===== src/rtl/ctrl_strobe_pkg.sv =====
// rtl/ctrl_strobe_pkg.sv - op/state encodings and SEQ order table for ctrl_strobe_gen
package ctrl_strobe_pkg;

    typedef enum logic [1:0] {
        OP_START       = 2'b00,
        OP_CAPTURE     = 2'b01,
        OP_RST_CAPTURE = 2'b10,
        OP_SEQ         = 2'b11
    } op_e;

    typedef enum logic [1:0] {
        ST_IDLE  = 2'b00,
        ST_PULSE = 2'b01,
        ST_GAP   = 2'b10
    } state_e;

    localparam int SEQ_LEN = 3;
    localparam op_e SEQ_ORDER [SEQ_LEN] = '{OP_RST_CAPTURE, OP_START, OP_CAPTURE};

    // Strobe vector bit order is {rst_capture, capture, start}.
    function automatic logic [2:0] strobe_mask(input op_e op, input logic [1:0] idx);
        op_e eff;
        if (op == OP_SEQ) begin
            case (idx)
                2'd0:    eff = SEQ_ORDER[0];
                2'd1:    eff = SEQ_ORDER[1];
                default: eff = SEQ_ORDER[2];
            endcase
        end else begin
            eff = op;
        end
        case (eff)
            OP_START:       strobe_mask = 3'b001;
            OP_CAPTURE:     strobe_mask = 3'b010;
            OP_RST_CAPTURE: strobe_mask = 3'b100;
            default:        strobe_mask = 3'b000;
        endcase
    endfunction

endpackage


===== src/rtl/strobe_timer.sv =====
// rtl/strobe_timer.sv - loadable down-counter with a one-cycle expire pulse
module strobe_timer #(
    parameter int W = 3
) (
    input  logic         clk,
    input  logic         rst,
    input  logic         load,
    input  logic [W-1:0] load_val,
    output logic         expire
);

    logic [W-1:0] count_q;
    logic         armed_q;

    // Counts load_val..1; disarms after the expire cycle so expire never repeats.
    always_ff @(posedge clk or posedge rst) begin
        if (rst) begin
            count_q <= '0;
            armed_q <= 1'b0;
        end else if (load) begin
            count_q <= load_val;
            armed_q <= 1'b1;
        end else if (expire) begin
            armed_q <= 1'b0;
        end else if (armed_q) begin
            count_q <= count_q - W'(1);
        end
    end

    assign expire = armed_q && (count_q == W'(1));

endmodule


===== src/rtl/ctrl_strobe_gen.sv =====
// rtl/ctrl_strobe_gen.sv - command-driven start/capture/rst_capture strobe generator
module ctrl_strobe_gen
    import ctrl_strobe_pkg::*;
#(
    parameter int PULSE_W = 4,
    parameter int GAP_W   = 2
) (
    input  logic       clk_i,
    input  logic       rst_i,
    input  logic       cmd_valid_i,
    input  logic [1:0] cmd_op_i,
    output logic       cmd_ready_o,
    input  logic       abort_i,
    output logic       start_o,
    output logic       capture_o,
    output logic       rst_capture_o,
    output logic       done_o,
    output logic       aborted_o
);

    localparam int CNT_W = $clog2(((PULSE_W > GAP_W) ? PULSE_W : GAP_W) + 1);
    localparam logic [CNT_W-1:0] PULSE_LD = CNT_W'(PULSE_W);
    localparam logic [CNT_W-1:0] GAP_LD   = CNT_W'(GAP_W);

    state_e           state_q, state_d;
    op_e              op_q, op_d;
    logic [1:0]       idx_q, idx_d;
    logic             abort_q, abort_d;
    logic [2:0]       strobe_q, strobe_d;
    logic             ready_q, ready_d;
    logic             done_q, done_d;
    logic             aborted_q, aborted_d;
    logic             tmr_load;
    logic [CNT_W-1:0] tmr_val;
    logic             tmr_expire;

    strobe_timer #(.W(CNT_W)) u_timer (
        .clk      (clk_i),
        .rst      (rst_i),
        .load     (tmr_load),
        .load_val (tmr_val),
        .expire   (tmr_expire)
    );

    always_ff @(posedge clk_i or posedge rst_i) begin
        if (rst_i) begin
            state_q   <= ST_IDLE;
            op_q      <= OP_START;
            idx_q     <= 2'd0;
            abort_q   <= 1'b0;
            strobe_q  <= 3'b000;
            ready_q   <= 1'b1;
            done_q    <= 1'b0;
            aborted_q <= 1'b0;
        end else begin
            state_q   <= state_d;
            op_q      <= op_d;
            idx_q     <= idx_d;
            abort_q   <= abort_d;
            strobe_q  <= strobe_d;
            ready_q   <= ready_d;
            done_q    <= done_d;
            aborted_q <= aborted_d;
        end
    end

    always_comb begin
        state_d   = state_q;
        op_d      = op_q;
        idx_d     = idx_q;
        abort_d   = abort_q;
        done_d    = 1'b0;
        aborted_d = 1'b0;
        tmr_load  = 1'b0;
        tmr_val   = PULSE_LD;

        case (state_q)
            ST_IDLE: begin
                // abort_i has no meaning here, even alongside a new command
                if (cmd_valid_i) begin
                    op_d     = op_e'(cmd_op_i);
                    idx_d    = 2'd0;
                    abort_d  = 1'b0;
                    state_d  = ST_PULSE;
                    tmr_load = 1'b1;
                    tmr_val  = PULSE_LD;
                end
            end
            ST_PULSE: begin
                if (abort_i || tmr_expire) begin
                    abort_d  = abort_q | abort_i;
                    state_d  = ST_GAP;
                    tmr_load = 1'b1;
                    tmr_val  = GAP_LD;
                end
            end
            ST_GAP: begin
                // An abort restarts the gap so the full low time is always honoured.
                if (abort_i) begin
                    abort_d  = 1'b1;
                    tmr_load = 1'b1;
                    tmr_val  = GAP_LD;
                end else if (tmr_expire) begin
                    if (!abort_q && op_q == OP_SEQ && idx_q < 2'(SEQ_LEN - 1)) begin
                        idx_d    = idx_q + 2'd1;
                        state_d  = ST_PULSE;
                        tmr_load = 1'b1;
                        tmr_val  = PULSE_LD;
                    end else begin
                        state_d   = ST_IDLE;
                        done_d    = 1'b1;
                        aborted_d = abort_q;
                    end
                end
            end
            default: state_d = ST_IDLE;
        endcase

        strobe_d = (state_d == ST_PULSE) ? strobe_mask(op_d, idx_d) : 3'b000;
        ready_d  = (state_d == ST_IDLE);
    end

    assign cmd_ready_o   = ready_q;
    assign start_o       = strobe_q[0];
    assign capture_o     = strobe_q[1];
    assign rst_capture_o = strobe_q[2];
    assign done_o        = done_q;
    assign aborted_o     = aborted_q;

endmodule


===== config.mk =====
export PLATFORM = sky130hd
export DESIGN_NAME = ctrl_strobe_gen
export DESIGN_NICKNAME = d
export VERILOG_FILES = /design/src/rtl/ctrl_strobe_pkg.sv /design/src/rtl/strobe_timer.sv /design/src/rtl/ctrl_strobe_gen.sv
export SDC_FILE = /design/constraint.sdc
export NUM_CORES = 1
export LEC_CHECK = 0
export ABC_AREA = 0
export CORE_UTILIZATION = 39
export CTS_CLUSTER_SIZE = 16
export DETAILED_ROUTE_END_ITERATION = 12
export SLEW_MARGIN = 15
export SYNTH_ARGS = -nofsm -noshare
export SYNTH_HDL_FRONTEND = slang
export SYNTH_SLANG_ARGS = --single-unit

===== constraint.sdc =====
create_clock -name clk_i -period 4 [get_ports clk_i]
set_clock_uncertainty 0.1 [all_clocks]
set_input_delay 0.8 -clock clk_i [delete_from_list [all_inputs] [get_ports clk_i]]
set_output_delay 0.8 -clock clk_i [all_outputs]
set_load 0.03 [all_outputs]

==> impl_results.md, run 1 <==
- CTS tree: built
- Detail Route Antenna Nets: 0
- Worst hold path depth: 3
- Tightest Pin Transition: 0.661 ns
- Hold EP: u_timer.count_q[1]$_DFFE_PP0P_
- Library cells used by synthesis: 39
- Hold_buf cts: 0
- Finished Layout Cells: 139
- Syn nets: 109
- Critical path type: reg2out
- Final Core Density: 50.5%
- Min Hold Slack: 0.504 ns
- Post-Place Cells: 135
- Total gr overflow: 0
- Slew HR: 55.9%
- Top-count cell post-synth: dfrtp_1
- Post-CTS Setup Inserts: 0
- Hold crit path type: reg2reg
- Avg Cell Area, Syn: 10.2 sq um
- Top-area cell type share of the netlist area: 40.4%
- Drt initial violations: 21
- Largest area contributor in the netlist: dfrtp_1
- CP Buf/Inv Count: 1
- CP Launch Type: flop
- Critical path fanouts, max: 1
- Worst path max stage delay: 0.66 ns
- R2R setup slack: 2.01 ns
- R2r startpoint: state_q[0]$_DFF_PP0_
- Max-Cap Viols: 0
- Commonest cells post-synth: dfrtp_1 (16), inv_1 (10), a21oi_1 (9)
- Post-synthesis register bit count: 17
- Number of synthesized flops with an enable pin: 0
- Fin. max-slew vios: 0
- H-Tree Depth: 1
- Ports: 12
- Area Overhead vs Synth: 17.0%
- Crit share post-route: 59.5%
- Crit path capture type: output pin
- Cell leakage power: 0.524 nW
- Worst-Skew Late Latency: 0.29 ns
- TritonCTS buffer count: 3
- Critical path's top delay family: buffers and inverters
- Clk buf depth: 2
- Setup TNS: 0 ns
- Clk slew on worst S/H paths: 0.10 ns
- Async SR Flop Fraction: 100%
- DP HPWL: 1370 um
- Core outline area: 2300 sq um
- Crit path cell chain: clkdlybuf4s50_1
- Placer Congestion: 0.743
- Clk root buf: clkbuf_4
- Vias/cell: 5.41
- Crit path DAT: 1.48 ns
- Syn Inst Count: 97
- Post-CTS Resized: 0
- Die footprint: 2750 sq um
- # setup viols final: 0
- Layout Nets: 124
- Final WL: 1870 um
- Unrepaired setup endpoints after global routing: false
- Status: complete, no violations
- DR WL/cell: 13.5 um
- Synth area leaders: dfrtp_1 (40%), ha_1 (7.6%), a21oi_1 (4.5%), inv_1 (3.8%), mux2i_1 (3.0%)
- GRT Resource Usage Total: 16.3%
- Clock tree sinks: 17
- Main synth FF type: dfrtp_1
- Worst R2R End: strobe_q[2]$_DFF_PP0_
- Initial antenna violation count: 0
- # DRC: 0
- Die W: 52.4 um
- VDD IR max: 396 uV
- Ant. Diodes: 0
- Vias: 752
- Port bufs: 11
- R2r worst-path depth: 7
- Yosys Warn Count: 0
- Synth Cell Area: 991 sq um
- Sequential cell area fraction in the yosys report: 43.1%
- First-pass DRT Iterations: 4
- Total power: 0.805 mW
- Starting Density: 43.1%
- Die H: 52.4 um
- Pwr/cell area: 694 nW/um^2
- Fmax: 420 MHz
- Final min period: 2.38 ns
- Share of layout cells above drive strength 1: 14.4%
- Global-route wire length before repair: 3260 um
- Vias in the first global route: 718
- Final hold viol count: 0
- CP required: 3.10 ns
- Critical-path top delay cell: clkdlybuf4s50_1
- Min-Delay Startpoint: u_timer.count_q[1]$_DFFE_PP0P_
- FP Rows: 17
- Largest net degree at the start of global routing: 18
[power by group]
| group | switching [mW] | leakage (nW) | internal, mW |
|---|---|---|---|
| Clock | 0.0559 | 0.0177 | 0.0371 |
| Combinational | 0.247 | 0.291 | 0.191 |
| Sequential | 0.0427 | 0.216 | 0.231 |
| Total | 0.345 | 0.524 | 0.459 |
[cell type report]
type	count	area (sq um)
fillers	219	1140
multi-input cells	69	523
flip-flops and latches	17	427
repair buffers	11	110
inverters	10	37.5
well taps	28	35.0
clock buffers	3	22.5
clock inverters	1	5.00
[worst register-to-register path: stages, from the launching register on]
cell and delay (ns):
dfrtp_1 0.43, inv_1 0.09, ha_1 0.27, nor2b_1 0.18, or3_1 0.33, a21oi_2 0.19, o21ai_2 0.11, a211oi_2 0.22
[metal layers]
layer,track usage [%],routed length (um)
met4,5.70,14
met2,24.3,824
met3,3.48,59
met1,23.2,973
met5,0,0
[per-stage QoR]
step | setup slack, ns | cell area [sq um]
2_1_floorplan | 2.15 | 991
3_3_place_gp | 1.46 | 1130
3_5_place_dp | 1.44 | 1130
4_1_cts | 1.61 | 1160
5_1_grt | 1.57 | 1160
6_report | 1.62 | 1160
[registers in the layout, indices dropped and copies added (netlist names)]
name             cells
abort_q              1
op_q                 2
state_q              2
strobe_q             3
idx_q                2
u_timer.armed_q      1
u_timer.count_q      3
cmd_ready_o          1
aborted_o            1
done_o               1
[kinds of logic (layout without fill, tap and decap cells)]
family | count (synthesis) | after routing | share of synthesized area [%]
AOI/OAI and AO/OA | 26 | 26 | 19.6
xor gates and xnor gates | 1 | 1 | 0.884
adders and majority gates | 6 | 6 | 7.58
DFF | 17 | 17 | 43.1
buffers and inverters | 11 | 25 | 4.17
and+or+nand+nor | 33 | 33 | 21.7
muxes | 3 | 3 | 3.03
[cells in the final DEF, fill, tap and decap left out, drive strengths merged]
master,instances
a21oi,10
xnor2,1
a211oi,3
clkinv,1
clkdlybuf4s50,11
a311oi,1
or3,1
nand2b,3
nand4b,1
o21ba,1
nor4,1
and3,2
a21o,1
dfstp,1
mux2i,3
o21ai,5
and4bb,2
inv,10
nand3,1
nand2,7
nor3,3
nand4,1
nand3b,1
a31oi,1
dfrtp,16
nor2b,2
nor2,3
and2,1
o32ai,1
and3b,1
o21a,2
nor3b,2
ha,6
clkbuf,3
or2,1
a31o,1
[how the worst max path moves through the flow]
stage                                from                    end  slack (ns)  cells past startpoint
global placement                  abort_i  strobe_q[0]$_DFF_PP0_        1.46                      6
finish              cmd_ready_o$_DFF_PP1_            cmd_ready_o        1.62                      1
global route        cmd_ready_o$_DFF_PP1_            cmd_ready_o        1.57                      1
floorplan                         abort_i  strobe_q[2]$_DFF_PP0_        2.15                      5
detailed placement                abort_i  strobe_q[0]$_DFF_PP0_        1.44                      6
CTS                 cmd_ready_o$_DFF_PP1_            cmd_ready_o        1.61                      1
Power figures use the tool's default switching activity.
==> run 2: changes to the inputs <==
==> constraint.sdc (replaced) <==
create_clock -name clk_i -period 2.1 [get_ports clk_i]
set_clock_uncertainty 0.1 [all_clocks]
set_input_delay 0.42 -clock clk_i [delete_from_list [all_inputs] [get_ports clk_i]]
set_output_delay 0.42 -clock clk_i [all_outputs]
set_load 0.03 [all_outputs]
==> run 2 against run 1 <==
- worst hold slack got worse by 0.17 ns
- largest power group unchanged
- largest cell class unchanged
- sequential power rose by 92%
- die area did not move
- critical path depth did not move
==> impl_results.md, run 2 (synthesis results as in run 1) <==
- Status: complete, no violations
- CP Launch Type: flop
- Pwr/cell area: 1310 nW/um^2 (+89%)
- Internal Power: 0.906 mW (+97%)
- Largest net degree at the start of global routing: 18 (unchanged)
- Crit share post-route: 94.6%
- Global-route wire length before repair: 3370 um (+3.4%)
- Die footprint: 2750 sq um (unchanged)
- Layout Nets: 128 (+3.2%)
- Most frequent cells in the layout: dfrtp_1 (15), clkdlybuf4s50_1 (11), inv_1 (10)
- Placer Congestion: 0.791 (+6.4%)
- Tightest Pin Transition: 0.445 ns (-0.216 ns)
- FP Rows: 17 (unchanged)
- Area Overhead vs Synth: 20.1%
- Clock tree sinks: 17 (unchanged)
- Detail Route Antenna Nets: 0 (unchanged)
- R2r worst-path depth: 7 (unchanged)
- Core outline area: 2300 sq um (unchanged)
- Storage element area: 428 sq um (+0.29%)
- Critical-path top delay cell: clkdlybuf4s50_1
- Die H: 52.4 um (unchanged)
- GR met3 Demand/Resource: 7.25% (+3.8 points)
- # DRC: 0 (unchanged)
- Post-place setup slack: 0.0271 ns (-1.41 ns)
- Final WL: 1910 um (+1.9%)
- Critical path fanouts, max: 1 (unchanged)
- Critical path's top delay family: buffers and inverters
- Crit path capture type: output pin
- VDD IR max: 854 uV (+120%)
- GRT Resource Usage Total: 17.0% (+0.71 points)
- Flop pwr share: 33.6% (-0.5 points)
- Fill cells: 217 (-0.91%)
- Unrepaired setup endpoints after global routing: false
- DR WL/cell: 13.3 um (-0.93%)
- Crit path cell chain: clkdlybuf4s50_1
- Cell leakage power: 0.539 nW (+2.9%)
- CP Buf/Inv Count: 1 (unchanged)
- Critical path type: reg2out
- Clk slew on worst S/H paths: 0.09 ns (about the same)
- Setup TNS: 0 ns (unchanged)
- Multi-input combinational cell area: 523 sq um (unchanged)
- Ant. Diodes: 0 (unchanged)
- Met2 Usage GRT: 25.1% (+0.84 points)
- Max-Cap Viols: 0 (unchanged)
- # setup viols final: 0 (unchanged)
- CTS tree: built
- Fin. max-slew vios: 0 (unchanged)
- Vias in the first global route: 760 (+5.8%)
- Hold crit path type: in2async
- Min Hold Slack: 0.332 ns (-0.172 ns)
- TritonCTS buffer count: 3 (unchanged)
- Total gr overflow: 0 (unchanged)
- Crit path DAT: 1.47 ns (about the same)
- CP required: 1.58 ns (-1.52 ns)
- Clk buf depth: 2 (unchanged)
- Commonest non-fill, non-tap cell in the layout: dfrtp_1
- H-Tree Depth: 1 (unchanged)
- Comb pwr share: 55.4% (+1.0 points)
- Final min period: 1.99 ns
- Worst-Skew Late Latency: 0.29 ns (about the same)
- Port bufs: 11 (unchanged)
- Setup WS post-layout: 0.113 ns (-1.51 ns)
- Starting Density: 43.1% (unchanged)
- Ports: 12 (unchanged)
- GRT Max-Usage Layer: met2
- Switching pwr: 0.657 mW (+90%)
- Fmax: 503 MHz
- GR Layer Usage met1: 23.0% (-0.15 points)
- Worst path max stage delay: 0.66 ns (about the same)
- First-pass DRT Iterations: 4 (unchanged)
- Slew HR: 70.0% (+14 points)
- Top Registers: strobe_q: 3 flops, u_timer.count_q: 3 flops
- Initial antenna violation count: 0 (unchanged)
- Clk root buf: clkbuf_4
- Final hold viol count: 0 (unchanged)
- Share of layout cells above drive strength 1: 17.4% (+3.0 points)
- Drt initial violations: 8 (-62%)
- Die W: 52.4 um (unchanged)
- CP Depth: 1 (unchanged)
- Vias: 768 (+2.1%)
- DP HPWL: 1430 um (+4.2%)
- Sw frac: 42.0% (-0.87 points)
- Clock share of power: 11.0% (-0.6 points)
- Vias/cell: 5.37 (-0.73%)
## run 2: cell types whose count changed in the layout (fill, tap and decap cells not counted), sizes merged
| cell | delta |
|---|---|
| buf | +4 |
| clkbuf | +1 |
| clkinv | -1 |
## run 2: final cells by class
type | count | area share (%)
Clock buffer | 4 | 2.21
Tap cell | 28 | 2.94
Sequential cell | 17 | 36.0
Timing Repair Buffer | 15 | 11.8
Multi-Input combinational cell | 69 | 44.0
Inverter | 10 | 3.15
## run 2: path summary, 6_finish.rpt
kind | start | end | slack (ns)
worst max-delay path | cmd_ready_o$_DFF_PP1_ | cmd_ready_o | 0.11
worst min-delay path | rst_i | aborted_o$_DFF_PP0_ | 0.33
worst max register to register | state_q[0]$_DFF_PP0_ | strobe_q[1]$_DFF_PP0_ | 0.15
worst min register to register | u_timer.count_q[1]$_DFFE_PP0P_ | u_timer.count_q[1]$_DFFE_PP0P_ | 0.52
max in group asynchronous | rst_i | cmd_ready_o$_DFF_PP1_ | 1.31
min in group clk_i | u_timer.count_q[1]$_DFFE_PP0P_ | u_timer.count_q[1]$_DFFE_PP0P_ | 0.52
## run 2: routing by layer
| layer | up-vias | wire length (um) |
|---|---|---|
| met3 | 2 | 93 |
| li1 | 386 | - |
| met2 | 14 | 848 |
| met4 | 0 | 14 |
| met5 | - | 0 |
| met1 | 366 | 952 |
## run 2: stage by stage
| stage | instance area, sq um | instances | power, mW | util, % |
|---|---|---|---|---|
| final | 1190 | 143 | 1.56 | 51.8 |
| after detailed placement | 1160 | 139 | 1.39 | 50.6 |
| after CTS | 1190 | 143 | 1.58 | 51.7 |
| after floorplan | 991 | 97 | 1.16 | - |
| after global placement | 1160 | 139 | 1.38 | 50.6 |
| after global routing | 1190 | 143 | 1.70 | 51.8 |
## run 2: power by group through the flow
stage	Clock, mW	Sequential [mW]	Combinational (mW)
finish	0.171	0.525	0.866
global route	0.197	0.541	0.963
CTS	0.186	0.522	0.869
detailed placement	0	0.529	0.864
global placement	0	0.527	0.856
floorplan	0	0.570	0.586
## run 2: what timing repair did
| item | in CTS | in global routing |
|---|---|---|
| gates resized for setup | 0 | 1 |
| setup endpoints to repair | 0 | 1 |
| hold buffers | 0 | 0 |
| endpoints found under the hold margin | 0 | 0 |
| buffers inserted | 0 | 0 |
